$ cat src/rtl/mux2_rr_arbiter_pkg.sv
// -----------------------------------------------------------------------------
// mux2_rr_arbiter_pkg
//   Shared definitions for the two-requester round-robin mux arbiter:
//   state encodings, the default per-grant beat limit, the counter width
//   and a small helper that maps a requester index to its grant state.
// -----------------------------------------------------------------------------
package mux2_rr_arbiter_pkg;

    localparam logic [1:0] ST_IDLE   = 2'd0;
    localparam logic [1:0] ST_GRANT0 = 2'd1;
    localparam logic [1:0] ST_GRANT1 = 2'd2;

    // Default number of consecutive beats one grant may take while the
    // other requester is waiting.
    localparam int DEFAULT_MAX_HOLD = 4;

    // Width of the per-grant beat counter.
    localparam int CNT_W = 8;

    typedef enum logic [1:0] {
        IDLE   = ST_IDLE,
        GRANT0 = ST_GRANT0,
        GRANT1 = ST_GRANT1
    } arb_state_t;

    // Grant state owned by requester idx.
    function automatic arb_state_t grant_state(input logic idx);
        return idx ? GRANT1 : GRANT0;
    endfunction

endpackage

$ cat src/rtl/mux2_rr_arbiter_mux2.sv
// -----------------------------------------------------------------------------
// mux2_rr_arbiter_mux2
//   One-bit gate-level 2:1 multiplexer cell, replicated per data bit by the
//   arbiter top.
//   Ports:
//     i_a   - input selected when i_sel = 0
//     i_b   - input selected when i_sel = 1
//     i_sel - select
//     o_y   - selected output
// -----------------------------------------------------------------------------
module mux2_rr_arbiter_mux2 (
    input  logic i_a,
    input  logic i_b,
    input  logic i_sel,
    output logic o_y
);

    logic w_sel_n;
    logic w_a_term;
    logic w_b_term;

    assign w_sel_n  = ~i_sel;
    assign w_a_term = i_a & w_sel_n;
    assign w_b_term = i_b & i_sel;
    assign o_y      = w_a_term | w_b_term;

endmodule

$ cat src/rtl/mux2_rr_arbiter.sv
// -----------------------------------------------------------------------------
// mux2_rr_arbiter
//   Round-robin arbiter sharing one 2:1 data mux between two requesters and
//   presenting a single valid/ready stream downstream. A grant is limited to
//   MAX_HOLD consecutive beats while the other requester is waiting.
//
//   Handshake: a word transfers (a "beat") in any cycle where out_valid and
//   out_ready are both high; ack[sel] pulses in exactly that cycle. A
//   requester holds its data stable while req is high and ack is low, and
//   may drop req without an ack, in which case nothing transfers.
//
//   Ports:
//     clk       - clock, rising edge
//     rst       - asynchronous active-high reset
//     req[1:0]  - request per requester
//     data0     - requester 0 word
//     data1     - requester 1 word
//     ack[1:0]  - per-requester accept pulse (beat)
//     out_data  - muxed word (data0 when sel=0, data1 when sel=1)
//     out_valid - out_data is valid
//     out_ready - downstream accept
//     sel       - registered mux select
//     busy      - high in either grant state
// -----------------------------------------------------------------------------
module mux2_rr_arbiter
    import mux2_rr_arbiter_pkg::*;
#(
    parameter int DATA_W   = 8,
    parameter int MAX_HOLD = DEFAULT_MAX_HOLD
) (
    input  logic              clk,
    input  logic              rst,
    input  logic [1:0]        req,
    input  logic [DATA_W-1:0] data0,
    input  logic [DATA_W-1:0] data1,
    output logic [1:0]        ack,
    output logic [DATA_W-1:0] out_data,
    output logic              out_valid,
    input  logic              out_ready,
    output logic              sel,
    output logic              busy
);

    localparam logic [CNT_W-1:0] LIMIT = CNT_W'(MAX_HOLD - 1);

    arb_state_t       r_state;
    arb_state_t       w_state_nxt;
    logic             r_sel;
    logic             w_sel_nxt;
    logic             r_last;
    logic             w_last_nxt;
    logic [CNT_W-1:0] r_cnt;
    logic [CNT_W-1:0] w_cnt_nxt;

    logic             w_cur;
    logic             w_req_cur;
    logic             w_req_oth;
    logic             w_valid;
    logic             w_beat;
    logic             w_at_limit;

    // Owner of the current grant; only meaningful in a grant state.
    assign w_cur      = (r_state == GRANT1);
    assign w_req_cur  = req[w_cur];
    assign w_req_oth  = req[~w_cur];
    assign w_at_limit = (r_cnt == LIMIT);

    assign w_valid = ((r_state == GRANT0) & req[0]) |
                     ((r_state == GRANT1) & req[1]);
    assign w_beat  = w_valid & out_ready;

    assign out_valid = w_valid;
    assign sel       = r_sel;
    assign busy      = (r_state != IDLE);
    assign ack       = w_beat ? (r_sel ? 2'b10 : 2'b01) : 2'b00;

    // Data path: one mux cell per bit, all steered by the registered select.
    for (genvar g = 0; g < DATA_W; g++) begin : g_mux
        mux2_rr_arbiter_mux2 u_mux2 (
            .i_a   (data0[g]),
            .i_b   (data1[g]),
            .i_sel (r_sel),
            .o_y   (out_data[g])
        );
    end

    always_comb begin
        w_state_nxt = r_state;
        w_sel_nxt   = r_sel;
        w_last_nxt  = r_last;
        w_cnt_nxt   = r_cnt;

        case (r_state)
            IDLE: begin
                // No beat is possible here; the grant takes effect next cycle.
                case (req)
                    2'b01: begin
                        w_state_nxt = GRANT0;
                        w_sel_nxt   = 1'b0;
                        w_cnt_nxt   = '0;
                    end
                    2'b10: begin
                        w_state_nxt = GRANT1;
                        w_sel_nxt   = 1'b1;
                        w_cnt_nxt   = '0;
                    end
                    2'b11: begin
                        // Tie goes to whoever did not hold the last grant.
                        w_state_nxt = grant_state(~r_last);
                        w_sel_nxt   = ~r_last;
                        w_cnt_nxt   = '0;
                    end
                    default: ;
                endcase
            end

            GRANT0, GRANT1: begin
                if (!w_req_cur) begin
                    // Holder withdrew: hand over directly or fall back to idle.
                    // A same-cycle limit expiry is irrelevant here.
                    w_last_nxt = w_cur;
                    w_cnt_nxt  = '0;
                    if (w_req_oth) begin
                        w_state_nxt = grant_state(~w_cur);
                        w_sel_nxt   = ~w_cur;
                    end else begin
                        w_state_nxt = IDLE;
                    end
                end else if (w_beat && w_at_limit && w_req_oth) begin
                    // Beat budget spent with a competitor waiting: switch
                    // without an idle cycle.
                    w_last_nxt  = w_cur;
                    w_cnt_nxt   = '0;
                    w_state_nxt = grant_state(~w_cur);
                    w_sel_nxt   = ~w_cur;
                end else if (w_beat && !w_at_limit) begin
                    // At the limit with no competitor the count saturates.
                    w_cnt_nxt = r_cnt + 1'b1;
                end
            end

            default: begin
                w_state_nxt = IDLE;
            end
        endcase
    end

    always_ff @(posedge clk or posedge rst) begin
        if (rst) begin
            r_state <= IDLE;
            r_sel   <= 1'b0;
            r_last  <= 1'b1;
            r_cnt   <= '0;
        end else begin
            r_state <= w_state_nxt;
            r_sel   <= w_sel_nxt;
            r_last  <= w_last_nxt;
            r_cnt   <= w_cnt_nxt;
        end
    end

endmodule
$ cat config.mk
export PLATFORM = sky130hd
export DESIGN_NAME = mux2_rr_arbiter
export DESIGN_NICKNAME = d
export VERILOG_FILES = /design/src/rtl/mux2_rr_arbiter_pkg.sv /design/src/rtl/mux2_rr_arbiter_mux2.sv /design/src/rtl/mux2_rr_arbiter.sv
export SDC_FILE = /design/constraint.sdc
export NUM_CORES = 1
export LEC_CHECK = 0
export ABC_AREA = 1
export CAP_MARGIN = 40
export CORE_UTILIZATION = 48
export DETAILED_ROUTE_END_ITERATION = 8
export HOLD_SLACK_MARGIN = 0.05
export PLACE_DENSITY = 0.8
export SYNTH_ARGS = -nofsm -noshare
export SYNTH_HDL_FRONTEND = slang
export SYNTH_HIERARCHICAL = 1
export SYNTH_SLANG_ARGS = --single-unit
$ cat constraint.sdc
create_clock -name clk -period 1.95 [get_ports clk]
set_input_delay 0.195 -clock clk [delete_from_list [all_inputs] [get_ports clk]]
set_output_delay 0.195 -clock clk [all_outputs]
set_load 0.05 [all_outputs]
Yosys cells after proc, flatten, opt, wreduce, memory -nomap -nowiden
Cells that the tools add are included.
{"block": "word_totals", "input_bits": 21, "elab_cells": 88, "register_bits": 12, "output_inout_bits": 13}
{"block": "classes", "reduce_logical": 13, "n_mux": 25, "bitwise": 31, "n_eq_ne": 12, "n_addsub": 1, "order_cmp": 2}
{"op": "8-bit 2-to-1 mux", "count": 4}
{"op": "1-bit AND", "count": 19}
{"op": "8-bit case mux with 2 select lines", "count": 1}
{"op": "2-bit 2-to-1 mux", "count": 7}
{"op": "1-bit 2-to-1 mux", "count": 9}
{"op": "1-bit bitwise OR", "count": 9}
{"op": "8-bit by 1-bit adder with 8-bit output (second input constant)", "count": 1}
{"op": "8-bit by 2-bit equality test with 1-bit output (second input constant)", "count": 1}
{"op": "2-bit equality test (second input constant)", "count": 3}
{"op": "3-bit != test (second input constant)", "count": 2}
{"op": "2-bit case mux with 3 select lines", "count": 1}
{"op": "2-bit by 1-bit equality test with 1-bit output (second input constant)", "count": 2}
{"op": "1-bit by 2-bit < comparator with 1-bit output (second input constant)", "count": 2}
{"op": "4-bit by 1-bit != test with 1-bit output (second input constant)", "count": 1}
{"op": "4-bit != test (second input constant)", "count": 1}
{"op": "2-bit case mux with 2 select lines", "count": 1}
{"op": "2-bit AND reduction", "count": 2}
{"op": "4-bit AND reduction", "count": 1}
{"op": "2-bit nonzero test", "count": 2}
{"op": "1-bit logical AND", "count": 3}
{"op": "1-bit inverter", "count": 3}
{"op": "1-bit case mux with 3 select lines", "count": 1}
{"op": "3-bit AND reduction", "count": 1}
{"op": "3-bit OR reduction", "count": 1}
{"op": "6 further kinds", "count": 6}

Logic depth before layout (Yosys ltp)
{"block": "depth", "word_depth": 9, "ltp_mapped": 12, "ltp_nobuf": 12}

By module
The synthesis kept the hierarchy.
{"module": "mux2_rr_arbiter", "instances": 1, "cells_per_inst": 163, "area_per_inst_um2": 1108.6}
{"module": "mux2_rr_arbiter_mux2", "instances": 8, "cells_per_inst": 4, "area_per_inst_um2": 15.0}

Worst setup path before layout
Ideal clock, no wire load.
{"block": "synth_timing", "path_type": "register to output", "from": "register r_state[0]", "to": "output port ack[0]", "path_stages_with_launch": 7, "path_slack_ns": -0.008, "arrival_time_ns": 1.763, "cell_sequence": "dfrtp_1 -> inv_1 -> ha_1 -> nand2_2 -> nand2_4 -> nand2_4 -> nor2_1"}
{"block": "synth_between", "elab_chain_cells": 5}
{"item": "start, declared", "line": "mux2_rr_arbiter.sv:46", "rtl": "arb_state_t r_state;"}
{"item": "start signal, assigned", "line": "mux2_rr_arbiter.sv:155", "rtl": "r_state <= w_state_nxt;"}
{"item": "2-bit equality test"}
{"item": "named net w_cur", "line": "mux2_rr_arbiter.sv:55", "rtl": "logic w_cur;"}
{"item": "1-bit AND", "line": "mux2_rr_arbiter.sv:69", "rtl": "((r_state == GRANT1) & req[1]);"}
{"item": "1-bit bitwise OR", "line": "mux2_rr_arbiter.sv:68", "rtl": "assign w_valid = ((r_state == GRANT0) & req[0]) |"}
{"item": "named net out_valid", "line": "mux2_rr_arbiter.sv:38", "rtl": "output logic out_valid,"}
{"item": "1-bit AND", "line": "mux2_rr_arbiter.sv:70", "rtl": "assign w_beat = w_valid & out_ready;"}
{"item": "2-bit 2-to-1 mux", "line": "mux2_rr_arbiter.sv:75", "rtl": "assign ack = w_beat ? (r_sel ? 2'b10 : 2'b01) : 2'b00;"}
{"item": "end, declared", "line": "mux2_rr_arbiter.sv:36", "rtl": "output logic [1:0] ack,"}
The timed path passes the listed nets, and every way through them passes these cells.

Worst setup path after layout
{"block": "layout_timing", "from": "register r_state[0]", "to": "output port ack[0]"}
{"block": "layout_between", "elab_chain_cells": 5}
{"item": "2-bit equality test"}
{"item": "named net w_cur", "line": "mux2_rr_arbiter.sv:55"}
{"item": "1-bit AND", "line": "mux2_rr_arbiter.sv:69"}
{"item": "1-bit bitwise OR", "line": "mux2_rr_arbiter.sv:68"}
{"item": "1-bit AND", "line": "mux2_rr_arbiter.sv:70"}
{"item": "2-bit 2-to-1 mux", "line": "mux2_rr_arbiter.sv:75"}
The timed path passes the listed nets, and every way through them passes these cells.

==> results.ini <==
[die]
placement_row_count = 17
die_height_um = 52.60
io_pins = 34
design.core.area_um2 = 2318
die_area_um2 = 2766
initial_utilization_pct = 53.00
die_width_um = 52.60

[grt]
grtUsageTotal_pct = 26.35
grt_overflow_total = 0
number_of_antenna_violations_at_the_first_check_in_global_routing = 0
number_of_global_route_vias_before_repair = 1230
pin_count_of_the_biggest_net_entering_global_routing = 21
grt_pass1_wl_um = 5209

[yosys]
largest_family_of_logic_cells_by_synthesized_area = simple AND/OR/NAND/NOR gates
post_synth_instance_area_um2 = 1229
ys_ff_latch = 12
synth_sequential_area_ratio_pct = 24.54
synth.largest_area_cell = sky130_fd_sc_hd__nand2_1
yosys.area_share.xor_xnor_pct = 2.138
synth_adder_area_share_pct = 9.165
yosys.cell_types.count = 24
synth_area_leaders = sky130_fd_sc_hd__nand2_1, sky130_fd_sc_hd__dfrtp_1, sky130_fd_sc_hd__inv_1
postSynthNetCount = 225
synth-simple-area-share_pct = 48.07
synth.area.mux_share_pct = 0
synth_enable_flop_cells = 0
synthCells = 195
yosysWarnings = 6
yosysTopAreaCellShare_pct = 23.22
syn_area_per_cell_um2 = 6.301
synth_compound_area_share_pct = 5.397
synth-main-ff-cell = sky130_fd_sc_hd__dfrtp_1
synth_async_sr_flop_share_pct = 100.0

[pwr]
internal-power_w = 0.0009605
p_switching_w = 0.001249
irDropWorstVdd_mv = 1.114
switching_share_pct = 56.52
clock_power_share_pct = 9.6
power_per_cell_area_nw_per_um2 = 1331
power_frac_seq_pct = 17.9
leakage_nw = 0.9161
totalPowerFinal_w = 0.002209
p_comb_share_pct = 72.5

[run_status]
outcome = completed

[sta]
worst_slew_margin_rel_pct = 62.71
max_freq_mhz = 524.0
period_minus_slack_ns = 1.908
timing_max_transition_violations_final = 0
setup_tns_after_final_layout_ns = 0
finalClockSkew_ns = 0.004718
timing.final.crit_share_pct = 97.87
setup_viol = 0
grt_setup_unrepaired = true
timing_hold_violations_final = 0
worst_slew_pin_slew_ns = 0.5593

[clocking]
clock_tree.root_cell = sky130_fd_sc_hd__clkbuf_4
tritoncts = done
clock_insertion_delay_at_the_later_pin_of_the_skew_report_ns = 0.29
tritoncts_num_sinks = 12
buffers_from_clock_root_to_sink_at_most = 2
htree_levels = 1
cts-buffers-inserted = 3
clkSlewWorstSetupHoldPaths_ns = 0.08
cts.hold.buffers_added = 0

[worst_setup_path]
critPathLaunchType = flip-flop
critPathRequiredTime_ns = 1.75
timing.critical_path.arrival_ns = 1.71
category_of_the_worst_setup_path_capture_point = output port
critical_path_type = reg -> out
crit_path_max_fanout = 6

[detailed_routing]
vias_per_cell = 4.943
dr.first_iter.drc_count = 32
drc_markers = 0
detailedRoute.firstPassIterationCount = 4
wirelength_um = 3118
via_count = 1300
routed_wire_length_per_instance_um = 11.86
ant_nets = 0

[placed_design]
final_weighted_congestion_in_routability_driven_placement = 0.8533
detailedPlacementHpwl_um = 2475
port-buffer-count = 33

[final_layout]
num_antenna_cells = 0
num-nets-final = 266
syn2layout_area_growth_pct = 35.13
final.fill_count = 210
proportion_of_layout_cells_with_a_drive_suffix_above_1_pct = 17.87
most-common-layout-cells = sky130_fd_sc_hd__nand2_1, sky130_fd_sc_hd__inv_1, sky130_fd_sc_hd__clkdlybuf4s50_1
layout_commonest_cell = sky130_fd_sc_hd__nand2_1

[worst_hold_path]
min_path_type = in -> async

[job]
maximum_capacitance_violations = 0

[power by group through the flow]
stage	clock (W)	sequential, W	combinational, W
floorplan	0	0.000412	0.00111
detailed placement	0	0.000402	0.00159
CTS	0.000214	0.000397	0.00160
global placement	0	0.000392	0.00154
global route	0.000221	0.000411	0.00175
finish	0.000212	0.000396	0.00160
[flip-flops by register name, summed over array words and instances, names as in the netlist]
signal / count
r_state: 2
r_last: 1
sel: 1
r_cnt: 8
[metal layers]
layer	global-route usage [%]	up-vias	wire length [um]
li1	-	676	-
met1	29.36	577	1227
met2	47.26	43	1568
met3	6.087	4	266
met4	10.96	0	55
met5	0	-	0
[worst paths after layout]
kind,from,end,slack [ns],depth (start not counted)
hold reg to reg,r_last,r_last,0.49,2
setup / recovery,r_state[0],ack[0],0.04,7
hold / removal,rst,r_state[0],0.21,2
setup reg to reg,r_state[0],r_cnt[0],0.22,7
min in group clk,r_last,r_last,0.49,2
max in group asynchronous,rst,r_last,1.39,2
[Yosys cell counts, types with 3 or more instances]
cell,instances
sky130_fd_sc_hd__nand2_1,76
sky130_fd_sc_hd__inv_1,32
sky130_fd_sc_hd__nand3_1,16
sky130_fd_sc_hd__nor2_1,14
sky130_fd_sc_hd__dfrtp_1,11
sky130_fd_sc_hd__ha_1,9
sky130_fd_sc_hd__nand2_4,5
sky130_fd_sc_hd__nand2_2,4
sky130_fd_sc_hd__nand4_1,4
sky130_fd_sc_hd__inv_2,3
sky130_fd_sc_hd__nor2_4,3
sky130_fd_sc_hd__o21ai_1,3
[stage by stage]
| stage | worst slack (ns) | cell area, um^2 | cells | util [%] | hold WS [ns] |
|---|---|---|---|---|---|
| detailed placement | 0.05185 | 1622 | 259 | 69.94 | 0.4765 |
| floorplan | -0.007537 | 1229 | 195 | - | 0.05898 |
| CTS | 0.03579 | 1660 | 263 | 71.61 | 0.2234 |
| finish | 0.04160 | 1660 | 263 | 71.61 | 0.2132 |
| global placement | 0.1386 | 1622 | 259 | 69.94 | 0.4631 |
| global route | -0.03859 | 1660 | 263 | 71.61 | 0.2658 |
[critical path, cell delays in order, from the launching register on]
cell and delay (ns):
sky130_fd_sc_hd__dfrtp_1 0.43, sky130_fd_sc_hd__inv_1 0.10, sky130_fd_sc_hd__ha_2 0.27, sky130_fd_sc_hd__nand2_2 0.10, sky130_fd_sc_hd__nand2_4 0.09, sky130_fd_sc_hd__nand2_4 0.07
sky130_fd_sc_hd__nor2_1 0.18, sky130_fd_sc_hd__buf_12 0.17
[what timing repair did]
action / in CTS / in global routing
resized for setup: 1 / 0
gates cloned: 0 / 0
setup endpoints to repair: 2 / 2
buffers inserted: 0 / 0
[logic make-up after synthesis]
group | Yosys count
AOI/OAI and AO/OA | 9
and+or+nand+nor | 127
adders and majority gates | 9
DFF | 12
xor gates and xnor gates | 3
buffers and inverters | 35
[area by class of cell]
cell class | count | area, um^2 | area share, %
repair buffers | 36 | 357.8 | 21.55
well taps | 28 | 35.03 | 2.110
flip-flops and latches | 12 | 301.5 | 18.16
inverters | 35 | 131.4 | 7.913
multi-input cells | 148 | 798.3 | 48.08
clock buffers | 4 | 36.28 | 2.185
No activity file was read; power rests on OpenSTA's default activity.
